`src/rtl/mdu_ctrl_pkg.sv`:
```
// mdu_ctrl_pkg: opcode/state encodings and opcode decode helpers for the mul/div sequencer
package mdu_ctrl_pkg;
  typedef enum logic [1:0] {MDU_MULT = 2'b00, MDU_MULTU = 2'b01, MDU_DIV = 2'b10, MDU_DIVU = 2'b11} mdu_op_e;
  typedef enum logic [1:0] {MDU_IDLE = 2'b00, MDU_CALC = 2'b01, MDU_DONE = 2'b10} mdu_state_e;
  function automatic logic is_div(input mdu_op_e op);
    return op == MDU_DIV || op == MDU_DIVU;
  endfunction
  function automatic logic is_signed(input mdu_op_e op);
    return op == MDU_MULT || op == MDU_DIV;
  endfunction
endpackage

```
`src/rtl/mdu_ctrl_if.sv`:
```
// mdu_ctrl_if: EX-stage request/result bundle between the pipeline and the mul/div sequencer
interface mdu_ctrl_if import mdu_ctrl_pkg::*; #(parameter int WIDTH = 32) ();
  logic start_i;
  mdu_op_e op_i;
  logic [WIDTH-1:0] src_a_i;
  logic [WIDTH-1:0] src_b_i;
  logic stallreq_for_ex;
  logic result_valid_o;
  logic [WIDTH-1:0] hi_o;
  logic [WIDTH-1:0] lo_o;
  modport master(output start_i, op_i, src_a_i, src_b_i, input stallreq_for_ex, result_valid_o, hi_o, lo_o);
  modport slave(input start_i, op_i, src_a_i, src_b_i, output stallreq_for_ex, result_valid_o, hi_o, lo_o);
endinterface

```
`src/rtl/mdu_ctrl_iter.sv`:
```
// mdu_ctrl_iter: unsigned shift-add multiply / restoring divide datapath, one iteration per step
module mdu_ctrl_iter import mdu_ctrl_pkg::*; #(parameter int WIDTH = 32) (
  input  logic               clk,
  input  logic               rst,
  input  logic               i_load,
  input  logic               i_step,
  input  mdu_op_e            i_op,
  input  logic [WIDTH-1:0]   i_mag_a,
  input  logic [WIDTH-1:0]   i_mag_b,
  output logic [2*WIDTH-1:0] o_acc_nxt
);
  logic r_div;
  logic [WIDTH-1:0] r_opnd;
  logic [2*WIDTH-1:0] r_acc;
  logic [WIDTH:0] w_sum;
  logic [WIDTH-1:0] w_diff;
  logic w_ge;
  // shifted remainder can reach WIDTH+1 bits, so the compare includes the bit shifted out
  always_comb begin
    w_sum = {1'b0, r_acc[2*WIDTH-1:WIDTH]} + (r_acc[0] ? {1'b0, r_opnd} : {(WIDTH+1){1'b0}});
    w_ge = r_acc[2*WIDTH-1:WIDTH-1] >= {1'b0, r_opnd};
    w_diff = r_acc[2*WIDTH-2:WIDTH-1] - r_opnd;
    o_acc_nxt = !r_div ? {w_sum, r_acc[WIDTH-1:1]} :
                w_ge ? {w_diff, r_acc[WIDTH-2:0], 1'b1} : {r_acc[2*WIDTH-2:0], 1'b0};
  end
  always_ff @(posedge clk or posedge rst) begin
    if (rst) begin
      r_div <= 1'b0;
      r_opnd <= '0;
      r_acc <= '0;
    end else if (i_load) begin
      r_div <= is_div(i_op);
      r_opnd <= is_div(i_op) ? i_mag_b : i_mag_a;
      r_acc <= {{WIDTH{1'b0}}, is_div(i_op) ? i_mag_a : i_mag_b};
    end else if (i_step) begin
      r_acc <= o_acc_nxt;
    end
  end
endmodule

```
`src/rtl/mdu_ctrl.sv`:
```
// mdu_ctrl: iterative MULT/MULTU/DIV/DIVU sequencer that stalls EX and returns HI/LO
module mdu_ctrl import mdu_ctrl_pkg::*; #(parameter int WIDTH = 32) (
  input logic       clk,
  input logic       rst,
  mdu_ctrl_if.slave bus
);
  mdu_state_e r_state, w_state_nxt;
  mdu_op_e r_op;
  logic [5:0] r_cnt;
  logic r_sa, r_sb, r_dz;
  logic [WIDTH-1:0] r_raw_a, r_hi, r_lo;
  logic w_load, w_step, w_last, w_sa, w_sb, w_neg;
  logic [WIDTH-1:0] w_mag_a, w_mag_b, w_hi, w_lo, w_q, w_r;
  logic [2*WIDTH-1:0] w_acc_nxt, w_prod;
  mdu_ctrl_iter #(.WIDTH(WIDTH)) u_iter (
    .clk(clk), .rst(rst), .i_load(w_load), .i_step(w_step), .i_op(bus.op_i),
    .i_mag_a(w_mag_a), .i_mag_b(w_mag_b), .o_acc_nxt(w_acc_nxt)
  );
  always_comb begin
    w_load = r_state == MDU_IDLE && bus.start_i;
    w_step = r_state == MDU_CALC;
    w_last = w_step && r_cnt == 6'(WIDTH-1);
    w_state_nxt = r_state == MDU_IDLE ? (bus.start_i ? MDU_CALC : MDU_IDLE) :
                  r_state == MDU_CALC ? (w_last ? MDU_DONE : MDU_CALC) : MDU_IDLE;
    w_sa = is_signed(bus.op_i) & bus.src_a_i[WIDTH-1];
    w_sb = is_signed(bus.op_i) & bus.src_b_i[WIDTH-1];
    w_mag_a = w_sa ? -bus.src_a_i : bus.src_a_i;
    w_mag_b = w_sb ? -bus.src_b_i : bus.src_b_i;
    w_neg = r_sa ^ r_sb;
    w_prod = w_neg ? -w_acc_nxt : w_acc_nxt;
    w_q = w_acc_nxt[WIDTH-1:0];
    w_r = w_acc_nxt[2*WIDTH-1:WIDTH];
    w_hi = !is_div(r_op) ? w_prod[2*WIDTH-1:WIDTH] : r_dz ? r_raw_a : r_sa ? -w_r : w_r;
    w_lo = !is_div(r_op) ? w_prod[WIDTH-1:0] : r_dz ? '1 : w_neg ? -w_q : w_q;
    // gated by rst so the stall drops in the very cycle reset is asserted
    bus.stallreq_for_ex = !rst && (w_load || w_step);
    bus.result_valid_o = r_state == MDU_DONE;
    bus.hi_o = r_hi;
    bus.lo_o = r_lo;
  end
  always_ff @(posedge clk or posedge rst) begin
    if (rst) r_state <= MDU_IDLE;
    else r_state <= w_state_nxt;
  end
  always_ff @(posedge clk or posedge rst) begin
    if (rst) begin
      r_op <= MDU_MULT;
      r_cnt <= '0;
      r_sa <= 1'b0;
      r_sb <= 1'b0;
      r_dz <= 1'b0;
      r_raw_a <= '0;
      r_hi <= '0;
      r_lo <= '0;
    end else begin
      if (w_load) begin
        r_op <= bus.op_i;
        r_cnt <= '0;
        r_sa <= w_sa;
        r_sb <= w_sb;
        r_dz <= is_div(bus.op_i) && bus.src_b_i == '0;
        r_raw_a <= bus.src_a_i;
      end
      if (w_step) r_cnt <= r_cnt + 6'd1;
      if (w_last) begin
        r_hi <= w_hi;
        r_lo <= w_lo;
      end
    end
  end
endmodule

```
`src/flat_wrapper.sv`:
```
// flat-port wrapper written by rule: the top's interface ports become plain ports
module mdu_ctrl_flat import mdu_ctrl_pkg::*;
#(parameter int WIDTH = 32)
  (clk, rst, bus_start_i, bus_op_i, bus_src_a_i, bus_src_b_i, bus_stallreq_for_ex, bus_result_valid_o, bus_hi_o, bus_lo_o);
  mdu_ctrl_if #(.WIDTH(WIDTH)) bus_i ();
  input logic clk;
  input logic rst;
  input wire logic [$bits(bus_i.start_i)-1:0] bus_start_i;
  input wire logic [$bits(bus_i.op_i)-1:0] bus_op_i;
  input wire logic [$bits(bus_i.src_a_i)-1:0] bus_src_a_i;
  input wire logic [$bits(bus_i.src_b_i)-1:0] bus_src_b_i;
  output wire logic [$bits(bus_i.stallreq_for_ex)-1:0] bus_stallreq_for_ex;
  output wire logic [$bits(bus_i.result_valid_o)-1:0] bus_result_valid_o;
  output wire logic [$bits(bus_i.hi_o)-1:0] bus_hi_o;
  output wire logic [$bits(bus_i.lo_o)-1:0] bus_lo_o;
  assign bus_i.start_i = bus_start_i;
  assign bus_i.op_i = bus_op_i;
  assign bus_i.src_a_i = bus_src_a_i;
  assign bus_i.src_b_i = bus_src_b_i;
  assign bus_stallreq_for_ex = bus_i.stallreq_for_ex;
  assign bus_result_valid_o = bus_i.result_valid_o;
  assign bus_hi_o = bus_i.hi_o;
  assign bus_lo_o = bus_i.lo_o;
  mdu_ctrl #(.WIDTH(WIDTH)) u_core (.clk(clk), .rst(rst), .bus(bus_i));
endmodule
```
`config.mk`:
```
export PLATFORM = sky130hd
export DESIGN_NAME = mdu_ctrl_flat
export DESIGN_NICKNAME = d
export VERILOG_FILES = /design/src/rtl/mdu_ctrl_pkg.sv /design/src/rtl/mdu_ctrl_if.sv /design/src/rtl/mdu_ctrl_iter.sv /design/src/rtl/mdu_ctrl.sv /design/src/flat_wrapper.sv
export SDC_FILE = /design/constraint.sdc
export NUM_CORES = 1
export LEC_CHECK = 0
export ABC_CLOCK_PERIOD_IN_PS = 9500
export CELL_PAD_IN_SITES_DETAIL_PLACEMENT = 1
export CELL_PAD_IN_SITES_GLOBAL_PLACEMENT = 2
export CORE_MARGIN = 10
export CORE_UTILIZATION = 30
export CTS_BUF_LIST = sky130_fd_sc_hd__clkbuf_8
export CTS_CLUSTER_DIAMETER = 200
export DETAILED_ROUTE_END_ITERATION = 8
export PLACE_DENSITY_LB_ADDON = 0.1
export RECOVER_POWER = 50
export SLEW_MARGIN = 10
export SYNTH_ARGS = -nofsm -noshare
export SYNTH_HDL_FRONTEND = slang
export SYNTH_SLANG_ARGS = --single-unit
```
`constraint.sdc`:
```
create_clock -name clk -period 9.5 [get_ports clk]
set_input_delay 1.9 -clock clk [delete_from_list [all_inputs] [get_ports clk]]
set_output_delay 1.9 -clock clk [all_outputs]
set_load 0.005 [all_outputs]
```
# == After elaboration in Yosys (flattened, before gate mapping) ==
# Index checks and enable logic that the tools add are counted.
# W data, S select, Z words.
# totals
ff_bits,206
elab_cells,66
# op_classes
n_addsub,8
bitwise_logic,3
n_eq_ne,7
muxes,22
n_reduce_logical,13
magnitude_cmp,1
# ops
cell,n
$mux W32,11
$mux W64,5
$neg A32 Y32,4
$neg A64 Y64,1
$add A32 B33 Y33,1
$ge A33 B32 Y1,1
$logic_not A32 Y1,1
$sub A32 B32 Y32,1
$mux W6,2
$eq A2 B2 Y1 const B,5
$add A6 B1 Y6 const B,1
$eq A6 B5 Y1 const B,1
$mux W2,3
$logic_and A1 B1 Y1,4
$logic_not A2 Y1,2
$logic_or A1 B1 Y1,4
$and A1 B1 Y1,2
$eq A2 B1 Y1 const B,1
$reduce_bool A2 Y1,1
$logic_not A1 Y1,1
$mux W1,1
$xor A1 B1 Y1,1

# == Depth between registers and ports, before layout ==
# depth
ltp_word,7
depth_mapped,22
mapped_depth_nobuf,18

# == Hierarchy ==
# From an unflattened synthesis, not the netlist that was laid out.
# unflattened
hier_cells,2190
area_unflattened_um2,17430.5
# by_module_without_submodules
mod,seq_area_each_um2,area_per_inst_um2,instances,cells_each
mdu_ctrl_iter,2427.3,9192.6,1,1118
mdu_ctrl,2702.6,8237.9,1,1072

# == Worst setup path after synthesis ==
# OpenSTA, ideal clock, no wires.
# synth_path
kind,register to register
startpoint,register u_core.u_iter.r_div
endpoint,register u_core.r_hi[28] (netlist: u_core.bus.hi_o[28])
period_less_slack_ns,5.701
setup_ns,0.087
setup_slack_ns,3.799
n_path_buf,10
t_arrival_ns,5.614
path_stages_with_launch,22
cell_sequence,dfrtp_1 > buf_4 > buf_2 > buf_2 > buf_2 > buf_4 > buf_2 > buf_1 > buf_1 > buf_2 > mux2i_1 > ha_1 > nand3_1 > or4_1 > nor3_1 > or3b_2 > clkbuf_1 > nor4_4 > and4_4 > nand2_1 > mux2_4 > o211ai_1
# synth_between
elab_chain_len,5
elab_cells_between_ends,7
cone_classes,add/sub: 2; mux: 5
# synth_lines
item,line_no,text
from (decl),mdu_ctrl_iter.sv:12,logic r_div;
from (signal assigned),mdu_ctrl_iter.sv:32,r_div <= is_div(i_op);
$mux W64 *,mdu_ctrl_iter.sv:23,"o_acc_nxt = !r_div ? {w_sum, r_acc[WIDTH-1:1]} :"
$neg A32 Y32,mdu_ctrl.sv:33,w_hi = !is_div(r_op) ? w_prod[2*WIDTH-1:WIDTH] : r_dz ? r_raw_a : r_sa ? -w_r : w_r;
$mux W32 (2 in a row),mdu_ctrl.sv:33,
$mux W32 *,mdu_ctrl.sv:33,
to (signal assigned),mdu_ctrl.sv:66,r_hi <= w_hi;
to (decl),mdu_ctrl.sv:11,"logic [WIDTH-1:0] r_raw_a, r_hi, r_lo;"
# Every way passes the cells marked *; elsewhere a longest branch is shown, timed or not.
# A chain may end at the register's enable or synchronous reset.

# == Worst setup path in the final report ==
# layout_path
startpoint,input bus_start_i
endpoint,register u_core.u_iter.r_opnd[24]
# layout_between
elab_chain_len,1
# layout_lines
item,line_no,text
from (decl),flat_wrapper.sv:8,input wire logic [$bits(bus_i.start_i)-1:0] bus_start_i;
$logic_and A1 B1 Y1,mdu_ctrl.sv:20,w_load = r_state == MDU_IDLE && bus.start_i;
to (signal assigned),mdu_ctrl_iter.sv:33,r_opnd <= is_div(i_op) ? i_mag_b : i_mag_a;
to (decl),mdu_ctrl_iter.sv:13,logic [WIDTH-1:0] r_opnd;
# No other way between the ends.

==> summary.txt <==
Outcome
  – Outcome: finished with violations
  – Failing checks: capacitance limit, slew limit

Run
  – Max Cap Violations: 4

Clocking
  – Reg clk slew, reported paths: 0.06 ns
  – CTS resizes: 0
  – Number of H-tree levels: 2
  – Clock latency at the later pin of the worst-skew pair: 0.67 ns
  – Root Buffer: clkbuf_8
  – # Post-CTS Setup Buffers: 0
  – Clk buf depth: 3
  – Cts hold-fix bufs: 0
  – TritonCTS Buffers: 45
  – CTS tree: yes
  – CTS Sinks: 205

Final layout
  – Finished Cell Area: 0.0210 sq mm
  – Final core utilization: 0.353
  – Most frequent cells in the layout: nand2_1, nor2_1, dfrtp_1, o21ai_0, a21oi_1
  – Final cell count without fillers: 3,245
  – Area grow syn2layout: 15.8%
  – Nets: 2,577
  – Layout cell share with drive strength beyond 1: 0.0676
  – Commonest non-fill, non-tap cell in the layout: nand2_1
  – ANT cells: 0

Setup path
  – Required @ worst endpoint: 9.96 ns
  – Worst-path cell chain: dlygate4sd3_1 -> and2_0 -> buf_4 -> o211ai_1 -> o21ai_0
  – Worst Path Max Fanout: 58
  – R2R setup slack: 3.04 ns
  – Critical path type: in2reg
  – CP arrival: 7.11 ns
  – CP max-delay cell: and2_0
  – Capturing point of the worst reg2reg path: u_core.bus.hi_o[28]
  – Crit Reg-Reg Startpoint: u_core.u_iter.r_opnd[25]
  – Kind of end point of the critical path: flop
  – Worst r2r path cells: 18
  – CP Buf/Inv Count: 2
  – Highest cell delay on the worst timing path: 3.14 ns
  – CP top delay family: simple AND/OR/NAND/NOR gates
  – Worst Setup Start Kind: input pin

Min path
  – Worst min path class: reg2reg
  – Hold path depth: 2
  – Min-delay src: u_core.r_raw_a[16]
  – Worst Hold Path EP: u_core.r_raw_a[16]

Global route
  – Total grt overflow: 0
  – Initial antenna violation count: 1
  – First-pass GRT wire length: 132 mm
  – Vias in the first global route: 19.3k
  – GRT Util Overall: 0.246
  – Maximum number of pins on one net before global-route repair: 140

Timing
  – Final hold viol count: 0
  – Slew Limit Fails: 248
  – Worst hold slack: 0.472 ns
  – Fmax: 150 MHz
  – Period utilisation layout: 0.700
  – RSZ-0062 raised after global routing: false
  – Slew HR: -1.91
  – Final setup viols: 0
  – Max Clock Skew: 0.0527 ns
  – Slew @ Worst Pin: 4.36 ns
  – Final Critical Period: 6.65 ns
  – Fin Setup TNS: 0 ns

Detailed routing
  – 1st-iter DRT viols: 1,429
  – Average wire per standard cell: 27.3 microns
  – Detailed-route wire length: 88.7 mm
  – Final antenna-violating net count: 0
  – DR vias/cell: 5.81
  – DR pass1 iterations: 5
  – DRC Markers: 0
  – Routed via count: 18.9k

Synthesis
  – Synth top area share: 0.283
  – Number of synthesized flops with an enable pin: 0
  – Syn Area/Cell: 7.64 sq um
  – Syn Std Cell Area: 0.0181 sq mm
  – Largest cells by area after synthesis: dfrtp_1, nand2_1, o21ai_0
  – Seq cells post-synth: 205
  – Post-synth top area cell: dfrtp_1
  – Unique masters post-synth: 108
  – Syn_nets: 2,510
  – Async SR Flop Fraction: 1.00
  – Ys flop type: dfrtp_1
  – Seq/Total Area, Yosys: 0.283
  – Synth Instances: 2,370
  – Synth warnings: 0

Power and ir drop
  – Pint: 0.00442 W
  – Combinational share of power: 0.735
  – Switching Fraction: 0.567
  – Seq pwr share: 0.165
  – Clock power frac: 0.100
  – Leakage power: 8.63 nW
  – Switching power total: 0.00579 W
  – IR Drop Worst-Case VDD: 0.170 mV
  – Pwr per Cell Area: 487 mW/mm^2

Place
  – Dpl cell area: 0.0201 sq mm
  – Final Wtd Congestion: 0.916
  – Post-DP HPWL: 67.5 mm
  – # port buffers: 134
  – Placed Cells: 3,163

Floorplanning
  – # rows: 89
  – Io pins: 135
  – Die ar.: 0.0706 sq mm
  – Initial core utilization: 0.305
  – Core ar.: 0.0594 sq mm
  – Die extent in y: 266 microns
  – Die width: 266 microns
-- how the worst max path moves through the flow --
stage                        startpoint                        to  slack [ns]  cells past startpoint
2_1_floorplan                       rst        u_core.bus.hi_o[0]        2.00                      1
3_3_place_gp    u_core.u_iter.r_acc[53]       u_core.bus.hi_o[28]        3.43                     17
3_5_place_dp   u_core.u_iter.r_opnd[25]       u_core.bus.hi_o[28]        3.26                     18
4_1_cts        u_core.u_iter.r_opnd[25]       u_core.bus.hi_o[28]        3.21                     18
5_1_grt                     bus_start_i  u_core.u_iter.r_opnd[14]        2.69                      5
6_report                    bus_start_i  u_core.u_iter.r_opnd[24]        2.85                      5
-- stage by stage --
step	power, W	worst slack (ns)
after global routing	0.0109	2.69
after detailed placement	0.00914	3.26
after global placement	0.00908	3.43
after CTS	0.0102	3.21
after floorplan	0.00644	2.00
final	0.0102	2.85
-- synthesized netlist by cell type, types with 7 or more instances --
cell / instances
a211oi_1: 32
a21o_1: 33
a21oi_1: 197
a221oi_1: 17
a22o_1: 17
a31oi_1: 32
and2_1: 53
and3_1: 22
buf_1: 11
buf_2: 19
clkbuf_1: 110
dfrtp_1: 205
ha_1: 69
inv_1: 77
mux2_2: 8
mux2i_1: 46
nand2_1: 360
nand2b_1: 22
nand3_1: 26
nand4_1: 25
nand4b_1: 7
nor2_1: 207
nor2b_1: 13
nor3_1: 65
nor3b_1: 7
nor4_1: 13
o2111ai_1: 9
o211a_1: 7
o211ai_1: 44
o21a_1: 12
o21ai_0: 200
o21ai_1: 8
o22ai_1: 14
o31ai_1: 19
or2_2: 11
or3_1: 27
or4_1: 8
xnor2_1: 86
xor2_1: 86
-- registers in the layout (all words and copies together), names as in the netlist --
name,count
u_core.bus.hi_o,32
u_core.u_iter.r_div,1
u_core.r_sb,1
u_core.bus.lo_o,32
u_core.r_state,2
u_core.r_op,1
u_core.r_sa,1
u_core.r_dz,1
u_core.r_raw_a,32
u_core.u_iter.r_opnd,32
u_core.r_cnt,6
u_core.u_iter.r_acc,64
-- routing by layer --
layer,track usage,up-vias,routed length [microns]
met5,0,-,0
met4,0.0863,0,3150
met3,0.0285,127,3420
met2,0.415,483,42600
met1,0.320,9616,39600
li1,-,8642,-
-- worst register-to-register path, stage by stage, from the launching register on --
cell and delay, ns:
dfrtp_1 0.47, inv_1 0.08, ha_1 0.42, nand4_1 0.26, nor2_1 0.11, a22oi_2 0.21, and3_1 0.41, o211ai_1 0.47
o21ai_0 0.36, ha_1 0.30, nand3_1 0.10, or4_1 0.61, nor3_1 0.44, or3b_2 0.63, nor4_4 0.56, and4_4 0.37
nand2_1 0.08, mux2_4 0.30, o211ai_1 0.15
-- cell families (layout without fill, tap and decap cells) --
group           count (synthesis)  count (layout)  share of synthesized area
buf+inv                       228             330                     0.0507
mux                            56              56                     0.0321
simple gates                  901             901                      0.237
xor+xnor                      172             172                     0.0832
flops                         205             205                      0.283
fa+ha+maj                      71              71                     0.0499
compound gates                737             737                      0.264
-- cell type report --
| cell class | instances | area, sq um |
|---|---|---|
| timing repair buffer | 169 | 1590 |
| multi-input combinational | 1937 | 12100 |
| inverter | 79 | 304 |
| clock inverter | 30 | 173 |
| fill | 7175 | 38400 |
| tap | 773 | 967 |
| clock buffer | 52 | 716 |
| sequential | 205 | 5130 |
-- power groups by stage --
stage / registers [W] / logic [W] / clock network [W]
2_1_floorplan: 0.00152 / 0.00492 / 0
3_3_place_gp: 0.00168 / 0.00740 / 0
3_5_place_dp: 0.00169 / 0.00745 / 0
4_1_cts: 0.00168 / 0.00750 / 0.00106
5_1_grt: 0.00173 / 0.00811 / 0.00110
6_report: 0.00169 / 0.00750 / 0.00102
No activity file was read; power rests on OpenSTA's default activity.
